### config.mk
export PLATFORM = sky130hd
export DESIGN_NAME = tcb_full_arb
export DESIGN_NICKNAME = d
export VERILOG_FILES = /design/src/rtl/tcb_full_pkg.sv /design/src/rtl/tcb_full_arb_gnt.sv /design/src/rtl/tcb_full_arb.sv
export SDC_FILE = /design/constraint.sdc
export NUM_CORES = 1
export LEC_CHECK = 0
export ABC_AREA = 1
export CORE_AREA = 2 2 100 102
export DETAILED_ROUTE_END_ITERATION = 8
export DIE_AREA = 0 0 102 104
export GPL_ROUTABILITY_DRIVEN = 0
export PLACE_DENSITY = 0.6
export RECOVER_POWER = 25
export SYNTH_ARGS = -nofsm -noshare
export SYNTH_HDL_FRONTEND = slang
export SYNTH_SLANG_ARGS = --single-unit
### constraint.sdc
create_clock -name clk -period 2.5 [get_ports clk]
set_input_delay 0.375 -clock clk [delete_from_list [all_inputs] [get_ports clk]]
set_output_delay 0.375 -clock clk [all_outputs]
set_load 0.1 [all_outputs]
### src/rtl/tcb_full_pkg.sv
// Shared types for the TCB-Full arbiter family: arbitration modes, default
// request/response payloads and the index-width helper.
package tcb_full_pkg;

    typedef enum logic {
        TCB_ARB_PRI,
        TCB_ARB_RR
    } tcb_arb_t;

    typedef struct packed {
        logic        lck;
        logic        wen;
        logic [15:0] adr;
        logic [31:0] wdt;
    } tcb_req_t;

    typedef struct packed {
        logic        err;
        logic [31:0] rdt;
    } tcb_rsp_t;

    // Channel index width; a single bit even for degenerate channel counts.
    function automatic int unsigned idx_w(input int unsigned n);
        return (n > 1) ? $clog2(n) : 1;
    endfunction

endpackage

### src/rtl/tcb_full_arb_gnt.sv
// Combinational grant selection: fixed priority or round-robin from ptr_i,
// optionally restricted to a single locked channel.
module tcb_full_arb_gnt
    import tcb_full_pkg::*;
#(
    parameter int unsigned MAN_N = 2,
    parameter tcb_arb_t    ARB   = TCB_ARB_RR,
    localparam int unsigned IDX  = idx_w(MAN_N)
) (
    input  logic [MAN_N-1:0] vld_i,
    input  logic [IDX-1:0]   ptr_i,
    input  logic             lck_act_i,
    input  logic [IDX-1:0]   lck_idx_i,
    output logic [IDX-1:0]   gnt_o,
    output logic             gnt_vld_o
);

    localparam logic [IDX:0] MAN_N_W = (IDX+1)'(MAN_N);

    logic [MAN_N-1:0] cand;

    always_comb begin
        cand = vld_i;
        if (lck_act_i) begin
            cand = vld_i & (MAN_N'(1) << lck_idx_i);
        end
    end

    generate
        if (ARB == TCB_ARB_PRI) begin : g_pri
            always_comb begin
                gnt_o     = '0;
                gnt_vld_o = 1'b0;
                for (int i = MAN_N - 1; i >= 0; i--) begin
                    if (cand[i]) begin
                        gnt_o     = IDX'(i);
                        gnt_vld_o = 1'b1;
                    end
                end
            end
        end else begin : g_rr
            logic [IDX:0] sum;

            // Walk offsets from the far end so the nearest candidate at/after ptr wins.
            always_comb begin
                gnt_o     = '0;
                gnt_vld_o = 1'b0;
                sum       = '0;
                for (int k = MAN_N - 1; k >= 0; k--) begin
                    sum = {1'b0, ptr_i} + (IDX+1)'(k);
                    if (sum >= MAN_N_W) begin
                        sum = sum - MAN_N_W;
                    end
                    if (cand[sum[IDX-1:0]]) begin
                        gnt_o     = sum[IDX-1:0];
                        gnt_vld_o = 1'b1;
                    end
                end
            end
        end
    endgenerate

endmodule

### src/rtl/tcb_full_arb.sv
// N-manager to one-subordinate TCB-Full arbiter with frame locking and
// per-channel response routing across a fixed-latency response pipeline.
module tcb_full_arb
    import tcb_full_pkg::*;
#(
    parameter int unsigned MAN_N = 2,
    parameter int unsigned DLY   = 1,
    parameter bit          HLD   = 1'b0,
    parameter tcb_arb_t    ARB   = TCB_ARB_RR,
    parameter bit          LCK   = 1'b1,
    parameter type         req_t = tcb_req_t,
    parameter type         rsp_t = tcb_rsp_t
) (
    input  logic                   clk,
    input  logic                   rst,
    input  logic       [MAN_N-1:0] man_vld,
    output logic       [MAN_N-1:0] man_rdy,
    input  req_t       [MAN_N-1:0] man_req,
    output rsp_t       [MAN_N-1:0] man_rsp,
    output logic                   sub_vld,
    input  logic                   sub_rdy,
    output req_t                   sub_req,
    input  rsp_t                   sub_rsp
);

    localparam int unsigned    IDX  = idx_w(MAN_N);
    localparam logic [IDX-1:0] LAST = IDX'(MAN_N - 1);

    logic [IDX-1:0] ptr_q, ptr_d;
    logic           lck_act_q, lck_act_d;
    logic [IDX-1:0] lck_idx_q, lck_idx_d;
    logic [IDX-1:0] gnt;
    logic           gnt_vld;
    logic           trn;

    tcb_full_arb_gnt #(
        .MAN_N (MAN_N),
        .ARB   (ARB)
    ) u_gnt (
        .vld_i     (man_vld),
        .ptr_i     (ptr_q),
        .lck_act_i (lck_act_q),
        .lck_idx_i (lck_idx_q),
        .gnt_o     (gnt),
        .gnt_vld_o (gnt_vld)
    );

    assign sub_vld = gnt_vld;
    assign sub_req = man_req[gnt];
    assign trn     = sub_vld & sub_rdy;

    generate
        for (genvar gi = 0; gi < MAN_N; gi++) begin : g_rdy
            assign man_rdy[gi] = trn & (gnt == IDX'(gi));
        end
    endgenerate

    always_comb begin
        ptr_d = ptr_q;
        if ((ARB == TCB_ARB_RR) && trn && !lck_act_q) begin
            ptr_d = (gnt == LAST) ? '0 : gnt + 1'b1;
        end
    end

    // A release only takes effect next cycle, so competitors cannot win the releasing cycle.
    always_comb begin
        lck_act_d = lck_act_q;
        lck_idx_d = lck_idx_q;
        if (LCK && trn) begin
            if (sub_req.lck) begin
                lck_act_d = 1'b1;
                lck_idx_d = gnt;
            end else if (lck_act_q && (gnt == lck_idx_q)) begin
                lck_act_d = 1'b0;
            end
        end
    end

    always_ff @(posedge clk or negedge rst) begin
        if (!rst) begin
            ptr_q     <= '0;
            lck_act_q <= 1'b0;
            lck_idx_q <= '0;
        end else begin
            ptr_q     <= ptr_d;
            lck_act_q <= lck_act_d;
            lck_idx_q <= lck_idx_d;
        end
    end

    generate
        if (HLD) begin : g_hold
            logic           rsp_trn;
            logic [IDX-1:0] rsp_idx;

            if (DLY == 0) begin : g_dly0
                assign rsp_trn = trn;
                assign rsp_idx = gnt;
            end else begin : g_dly
                logic [DLY:1]   dly_trn_q;
                logic [IDX-1:0] dly_idx_q [1:DLY];

                always_ff @(posedge clk or negedge rst) begin
                    if (!rst) begin
                        dly_trn_q <= '0;
                        for (int i = 1; i <= int'(DLY); i++) begin
                            dly_idx_q[i] <= '0;
                        end
                    end else begin
                        dly_trn_q[1] <= trn;
                        dly_idx_q[1] <= gnt;
                        for (int i = 2; i <= int'(DLY); i++) begin
                            dly_trn_q[i] <= dly_trn_q[i-1];
                            dly_idx_q[i] <= dly_idx_q[i-1];
                        end
                    end
                end

                assign rsp_trn = dly_trn_q[DLY];
                assign rsp_idx = dly_idx_q[DLY];
            end

            for (genvar gi = 0; gi < MAN_N; gi++) begin : g_ch
                rsp_t hold_q;
                logic hit;

                assign hit = rsp_trn && (rsp_idx == IDX'(gi));

                always_ff @(posedge clk or negedge rst) begin
                    if (!rst) begin
                        hold_q <= '0;
                    end else if (hit) begin
                        hold_q <= sub_rsp;
                    end
                end

                assign man_rsp[gi] = hit ? sub_rsp : hold_q;
            end
        end else begin : g_bcast
            // Without holding, routing is implicit: every channel sees the live response.
            for (genvar gi = 0; gi < MAN_N; gi++) begin : g_ch
                assign man_rsp[gi] = sub_rsp;
            end
        end
    endgenerate

endmodule

Yosys cells after proc, flatten, opt, wreduce, memory -nomap -nowiden
Index checks and enable logic that the tools add are counted.

storage, ports and cells
  register bits after elaboration = 3
  input port bits = 138
  output and inout port bits = 119
  word-level logic and storage cells = 41

operators by class
  add/subtract/negate cells = 4
  magnitude comparators = 5
  equal/unequal tests = 1
  shift operators = 1
  mux-type cells = 16
  bitwise gates (word level) = 5
  reductions and logical operators = 6

operators with widths
  cell                   number
  $mux W50               2
  $mux W1                13
  $lt A1 B2 Y1 const B   3
  $reduce_and A2 Y1      2
  $and A1 B1 Y1          3
  $add A1 B1 Y2 const B  1
  $and A2 B2 Y2          1
  $ge A1 B2 Y1 const B   1
  $ge A2 B2 Y1 const B   1
  $logic_and A1 B1 Y1    2
  $mux W2                1
  $reduce_bool A2 Y1     1
  $shl A1 B1 Y2 const A  1
  $sub A1 B1 Y1 const B  2
  $add A1 B1 Y1 const B  1
  $eq A1 B1 Y1           1
  $logic_not A1 Y1       1
  $not A1 Y1             1

Depth between registers and ports, before layout
Gate-level depths: netlist (run 1).

  depth after elaboration = 11
  depth in mapped cells = 8
  depth with buffers taken out = 8

Cells and area by module
A second synthesis (run 1) with hierarchy kept.

second synthesis, totals
  cell total of the unflattened synthesis = 260
  area, all modules = 1368.8 sq um

by module, submodules not included
  module            times used  cells an instance  area an instance (sq um)  seq. area each (sq um)
  tcb_full_arb      1           249                1323.8                    75.1
  tcb_full_arb_gnt  1           11                 45.0                      0.0

Worst setup path before layout (run 1)
OpenSTA, ideal clock, no wires.

  kind = reg2out
  start = reg lck_act_q
  end = out man_rdy[0]
  data arrival time = 2.761 ns
  required time = 2.125 ns
  setup slack = -0.636 ns
  cell stages (with the launch flop) = 6
  path buffers = 0
  cell sequence = dfrtp_1 > nand2_1 > nand2_1 > nand2_1 > nand2_1 > nor2_1

between the ends
  cells in the longest elaborated chain, start to end = 7
  elaborated cells between the ends (all ways) = 12
  those cells by class = mux (9); bitwise (3)

RTL lines
  element                                     line                    RTL
  from (decl)                                 tcb_full_arb.sv:30      logic lck_act_q, lck_act_d;
  from (signal assigned)                      tcb_full_arb.sv:86      lck_act_q <= lck_act_d;
  $mux W2 (*)                                 tcb_full_arb_gnt.sv:24  if (lck_act_i) begin
  $mux W1 (not written as such) (2 in a row)  tcb_full_arb_gnt.sv:54  if (cand[sum[IDX-1:0]]) begin
  $mux W1                                     tcb_full_arb_gnt.sv:54
  $mux W1 (*)                                 tcb_full_arb_gnt.sv:54
  via sub_vld                                 tcb_full_arb.sv:20      output logic sub_vld,
  $and A1 B1 Y1 (*)                           tcb_full_arb.sv:50      assign trn = sub_vld & sub_rdy;
  $and A1 B1 Y1 (*)                           tcb_full_arb.sv:54      assign man_rdy[gi] = trn & (gnt == IDX'(gi));
  to (decl)                                   tcb_full_arb.sv:17      output logic [MAN_N-1:0] man_rdy,

Mark *: on every way through the listed nets, which the timed path passes. The rest lies on a longest branch. The select of a mux whose other input is x is not followed.

==> qor.txt, run 1 <==
Worst Path Max Fanout - 40
Synthesis-to-finish area growth - 132%
Initial core utilization - 0.143
Data required time at the worst endpoint - 2120 ps
Worst skew pair latency - 220 ps
Cell row count - 36
First-pass iteration count of the detailed router - 4
Minimum clock period - 2190 ps
Worst Setup End Kind - output port
WP data arrival - 1810 ps
Worst-path clk slew - 30 ps
RSZ-0062 raised after global routing - no
Status - complete, no violations
Die height - 104 um
CTS tree - yes
Max-slew headroom at the worst pin - 0.857
Syn Std Cell Area - 1360 um^2
Synthesized flop and latch total - 3
Worst-margin pin slew - 215 ps
Initial antenna violation count - 0
Ys Warns - 0
Placed Instances - 475
Total power - 4.11 mW
Drt wl/cell - 11.2 um
Overall Global Routing Usage - 0.0905
Slew Limit Fails - 0
Hold Fails Final Rpt - 0
Root buffer cell - clkbuf_8
Setup-failing EPs final - 0
I/O Buffers - 157
DRT antenna net count - 0
Setup TNS - 0 ps
Clk_skew - 1.43 ps
Avg Inst Size Synth - 5.30 um^2
DIE WIDTH - 102 um
Class of the worst hold path - in2async
# diodes - 0
Vias in the first global route - 1,733
I/O Pins - 257
P_leak - 1.51 nW
Non-Filler Instances - 479
Commonest non-fill, non-tap cell in the layout - nand2_1
Critical Path Start Type - input pin
Die area - 10,600 um^2
NumNets Final - 485
Max-cap violations - 0
Via density - 3.70
Most frequent cells in the layout - 160 x nand2_1, 103 x clkdlybuf4s50_1, 55 x buf_12, 5 x inv_1
Post-cts sizing count - 0
Max Freq - 457 MHz
DR iter-0 viols - 49
Core area - 9550 um^2
Largest net degree at the start of global routing - 41
First-pass GRT wire length - 7740 um
Final period util - 0.875
H-tree Lvls - 1
Cts hold-fix bufs - 0
Max Buffers Root-to-Sink - 2
DP Wirelength - 4740 um
Number of buffers created by CTS - 3
Distinct cell type count after synthesis - 17
Post CTS Setup Buffer Count - 0
Via count - 1,772
Final global-route overflow total - 0
Maximum vdd drop - 462 uV
Synth Net Count - 395
Pwr per Cell Area - 1300 nW/um^2
Critical path class - in2out
Clock sink count - 3
Sequential element share of the synthesized area - 0.0551
Share of post-route cells with drive strength above 1 - 0.191
Cell count after synthesis - 257
# DRC - 0
Hold slack - 413 ps
Final wirelength - 5340 um
## power by group
group | internal [mW] | switching [mW] | leakage [nW] | total [mW]
sequential | 0.0720 | 0.0205 | 0.0372 | 0.0925
clock | 0.109 | 0.0320 | 0.0228 | 0.141
combinational | 1.31 | 2.57 | 1.45 | 3.88
total | 1.49 | 2.62 | 1.51 | 4.11
## Yosys cell counts (all sizes together)
master | number | area share
nand2 | 162 | 0.45
buf | 76 | 0.43
inv | 6 | 0.017
nand3 | 4 | 0.018
dfrtp | 3 | 0.055
nor2 | 2 | 0.011
o21ai | 2 | 0.0073
a21boi | 1 | 0.0055
and2 | 1 | 0.0046
## critical path: stages
cell             delay, ps
clkdlybuf4s50_1        500
nand3_1                 90
nand2_2                 90
nand2_4                 70
inv_2                   70
buf_12                 200
nand2_1                 70
nand2_1                130
buf_12                 190
## per-stage QoR
stage | instance area (um^2) | worst slack [ps] | utilization
after floorplan | 1370 | 66.4 | -
after global placement | 3110 | 328 | 0.326
after detailed placement | 3110 | 287 | 0.326
after CTS | 3160 | 280 | 0.330
after global routing | 3160 | 224 | 0.330
final | 3160 | 312 | 0.330
## cell type report
class | instances | area [um^2]
Sequential cell | 3 | 75.1
Inverter | 6 | 22.5
Multi-Input combinational cell | 172 | 689
Tap cell | 133 | 166
Clock buffer | 4 | 45.0
Fill cell | 1021 | 6390
Timing Repair Buffer | 161 | 2160
## path summary, 6_finish.rpt
path | slack [ps] | to | cells after the start | start
max in group asynchronous | 1940 | ptr_q | 1 | rst
min in group clk | 520 | ptr_q | 2 | ptr_q
min reg2reg | 520 | ptr_q | 2 | ptr_q
max reg2reg | 1210 | lck_act_q | 7 | lck_idx_q
min | 410 | lck_idx_q | 1 | rst
max | 310 | sub_req[3] | 9 | man_vld[1]
## kinds of logic after synthesis
kind of cell           synth area share
DFF                              0.0551
and+or+nand+nor                   0.488
AOI/OAI and AO/OA                0.0129
buffers and inverters             0.444
## per-layer routing
| layer | vias to the layer above | wire [um] | track usage |
|---|---|---|---|
| met5 | - | 0 | 0 |
| met4 | 0 | 62 | 0.0267 |
| met3 | 11 | 819 | 0.0336 |
| met2 | 139 | 3000 | 0.198 |
| met1 | 743 | 1460 | 0.0662 |
| li1 | 879 | - | - |
## flip-flops by register name, summed over array words and instances, names as in the netlist
signal     cells
lck_act_q      1
lck_idx_q      1
ptr_q          1
Power figures use the tool's default switching activity.
==> run 2: changes to the inputs <==
CORE_AREA = 2 2 101 103   (was 2 2 100 102)
DIE_AREA = 0 0 103 105   (was 0 0 102 104)
PLACE_DENSITY = 0.59   (was 0.6)
SYNTH_HIERARCHICAL = 1   (was not set)
==> qor.txt, run 2 <==
Most common cell in the synthesized netlist - nand2_1
Syn Std Cell Area - 1370 um^2 (+0.46%)
Via density - 3.58 (-3.3%)
Worst Setup End Kind - output port
Vias in the first global route - 1,594 (-8.0%)
Overall Global Routing Usage - 0.0907 (+0.000188)
Cell count after synthesis - 260 (+1.2%)
Synthesized flop and latch total - 3 (unchanged)
Worst-margin pin slew - 341 ps (+126 ps)
Initial antenna violation count - 0 (unchanged)
Root buffer cell - clkbuf_8
Max Freq - 435 MHz (-4.9%)
Cts hold-fix bufs - 0 (unchanged)
Area fraction of the dominant cell type after synthesis - 0.447 (+0.00621)
NumNets Final - 485 (unchanged)
Most frequent cells in the layout - 163 x nand2_1, 103 x clkdlybuf4s50_1, 54 x buf_12, 4 x inv_1
I/O Pins - 257 (unchanged)
Critical path class - in2out
Critical Path Start Type - input pin
Final wirelength - 5560 um (+4.1%)
Class of the worst hold path - in2async
WP data arrival - 1930 ps (+120 ps)
Setup TNS - 0 ps (unchanged)
Max Buffers Root-to-Sink - 2 (unchanged)
Data required time at the worst endpoint - 2120 ps (about the same)
# fillers - 1,056 (+3.4%)
DRT antenna net count - 0 (unchanged)
Ys Warns - 6 (+6)
Worst-path clk slew - 30 ps (about the same)
CTS tree - yes
Worst Path Max Fanout - 21 (-48%)
Number of buffers created by CTS - 3 (unchanged)
Biggest regs - lck_act_q: 1 flops, lck_idx_q: 1 flops, ptr_q: 1 flops
Max-cap violations - 0 (unchanged)
EDFF count, synth - 0 (unchanged)
Setup-failing EPs final - 0 (unchanged)
Final global-route overflow total - 0 (unchanged)
DP Wirelength - 4800 um (+1.2%)
Clock sink count - 3 (unchanged)
Pwr per Cell Area - 1480 nW/um^2 (+14%)
Sequential element share of the synthesized area - 0.0548 (-0.000252)
Avg Inst Size Synth - 5.26 um^2 (-0.70%)
Minimum clock period - 2300 ps (+113 ps)
DR iter-0 viols - 39 (-20%)
Core area - 9640 um^2 (+0.94%)
Die area - 10,800 um^2 (+2.0%)
Synth Net Count - 398 (+0.76%)
Post-cts sizing count - 0 (unchanged)
First-pass iteration count of the detailed router - 4 (unchanged)
Hold Fails Final Rpt - 0 (unchanged)
Top post-synthesis cells by count - 163 x nand2_1, 71 x buf_4, 5 x buf_6, 5 x inv_1, 4 x nand3_1
# diodes - 0 (unchanged)
Hold slack - 420 ps (+7.08 ps)
DIE WIDTH - 103 um (+0.98%)
Max-slew headroom at the worst pin - 0.772 (-0.0841)
Commonest non-fill, non-tap cell in the layout - nand2_1
Yosys top cell by area - nand2_1
Largest net degree at the start of global routing - 54 (+32%)
Slew Limit Fails - 0 (unchanged)
Clk_skew - 0.709 ps (-0.717 ps)
H-tree Lvls - 1 (unchanged)
Maximum vdd drop - 593 uV (+28%)
Status - complete, no violations
Final instance area - 3130 um^2 (-0.71%)
Post CTS Setup Buffer Count - 0 (unchanged)
Drt wl/cell - 11.6 um (+4.1%)
RSZ-0062 raised after global routing - no
Via count - 1,713 (-3.3%)
Initial core utilization - 0.142 (-0.000685)
# DRC - 0 (unchanged)
Ys async rst share - 1.00 (unchanged)
Cell row count - 36 (unchanged)
Placed instance area - 3090 um^2 (-0.72%)
Synthesis-to-finish area growth - 129%
Distinct cell type count after synthesis - 12 (-5)
FF-to-FF path depth - 11 (+4)
Ys flop type - dfrtp_1
P_leak - 1.50 nW (-0.51%)
Synth area leaders - nand2_1 45%, buf_4 39%, dfrtp_1 5.5%
Final period util - 0.920 (+0.0451)
I/O Buffers - 157 (unchanged)
Die height - 105 um (+0.96%)
Share of post-route cells with drive strength above 1 - 0.191 (unchanged)
First-pass GRT wire length - 7700 um (-0.53%)
Worst skew pair latency - 210 ps (about the same)
-- run 2: path summary, 6_finish.rpt --
| path | from | end | slack [ps] |
|---|---|---|---|
| min | rst | ptr_q | 420 |
| max reg2reg | lck_act_q | lck_idx_q | 980 |
| max | man_vld[1] | sub_req[21] | 200 |
| min reg2reg | ptr_q | ptr_q | 500 |
| min in group clk | ptr_q | ptr_q | 500 |
| max in group asynchronous | rst | lck_idx_q | 1930 |
-- run 2: area by class of cell --
class	instances	area [um^2]	share of cell area
Clock buffer	4	45.0	0.0144
Timing Repair Buffer	159	2130	0.680
Sequential cell	3	75.1	0.0240
Tap cell	133	166	0.0531
Multi-Input combinational cell	174	687	0.219
Inverter	6	30.0	0.00958
-- run 2: routing by layer --
metal  global-route usage  share of wire  up-vias
li1                     -              -      876
met1               0.0667           0.28      686
met2                0.192           0.54      141
met3               0.0448           0.16       10
met4               0.0235          0.013        0
met5                    0              0        -
-- run 2: stage by stage --
step           utilization  power [mW]  worst slack (ps)  instances
3_5_place_dp         0.320        4.55               194        475
3_3_place_gp         0.320        4.52               240        475
5_1_grt              0.325        4.82               100        479
2_1_floorplan            -        3.41               371        260
4_1_cts              0.325        4.70               188        479
6_report             0.325        4.65               199        479
-- run 2: kinds of logic after synthesis --
kind of cell	share of synthesized area
AOI/OAI and AO/OA	0.00365
buffers and inverters	0.456
DFF	0.0548
and+or+nand+nor	0.485
-- run 2: worst max-delay path: stages --
cell and delay, ps:
clkdlybuf4s50_1 480, nand3_1 110, nand2_1 80, nand2_1 60, inv_2 130, buf_4 270
nand2_1 90, nand2_1 120, buf_12 180
-- run 2: power breakdown --
| part | internal (mW) | switching [mW] | total (mW) | leakage (nW) |
|---|---|---|---|---|
| Sequential | 0.0740 | 0.0281 | 0.102 | 0.0369 |
| Clock | 0.109 | 0.0323 | 0.141 | 0.0228 |
| Combinational | 1.45 | 2.96 | 4.41 | 1.44 |
| Total | 1.63 | 3.02 | 4.65 | 1.50 |
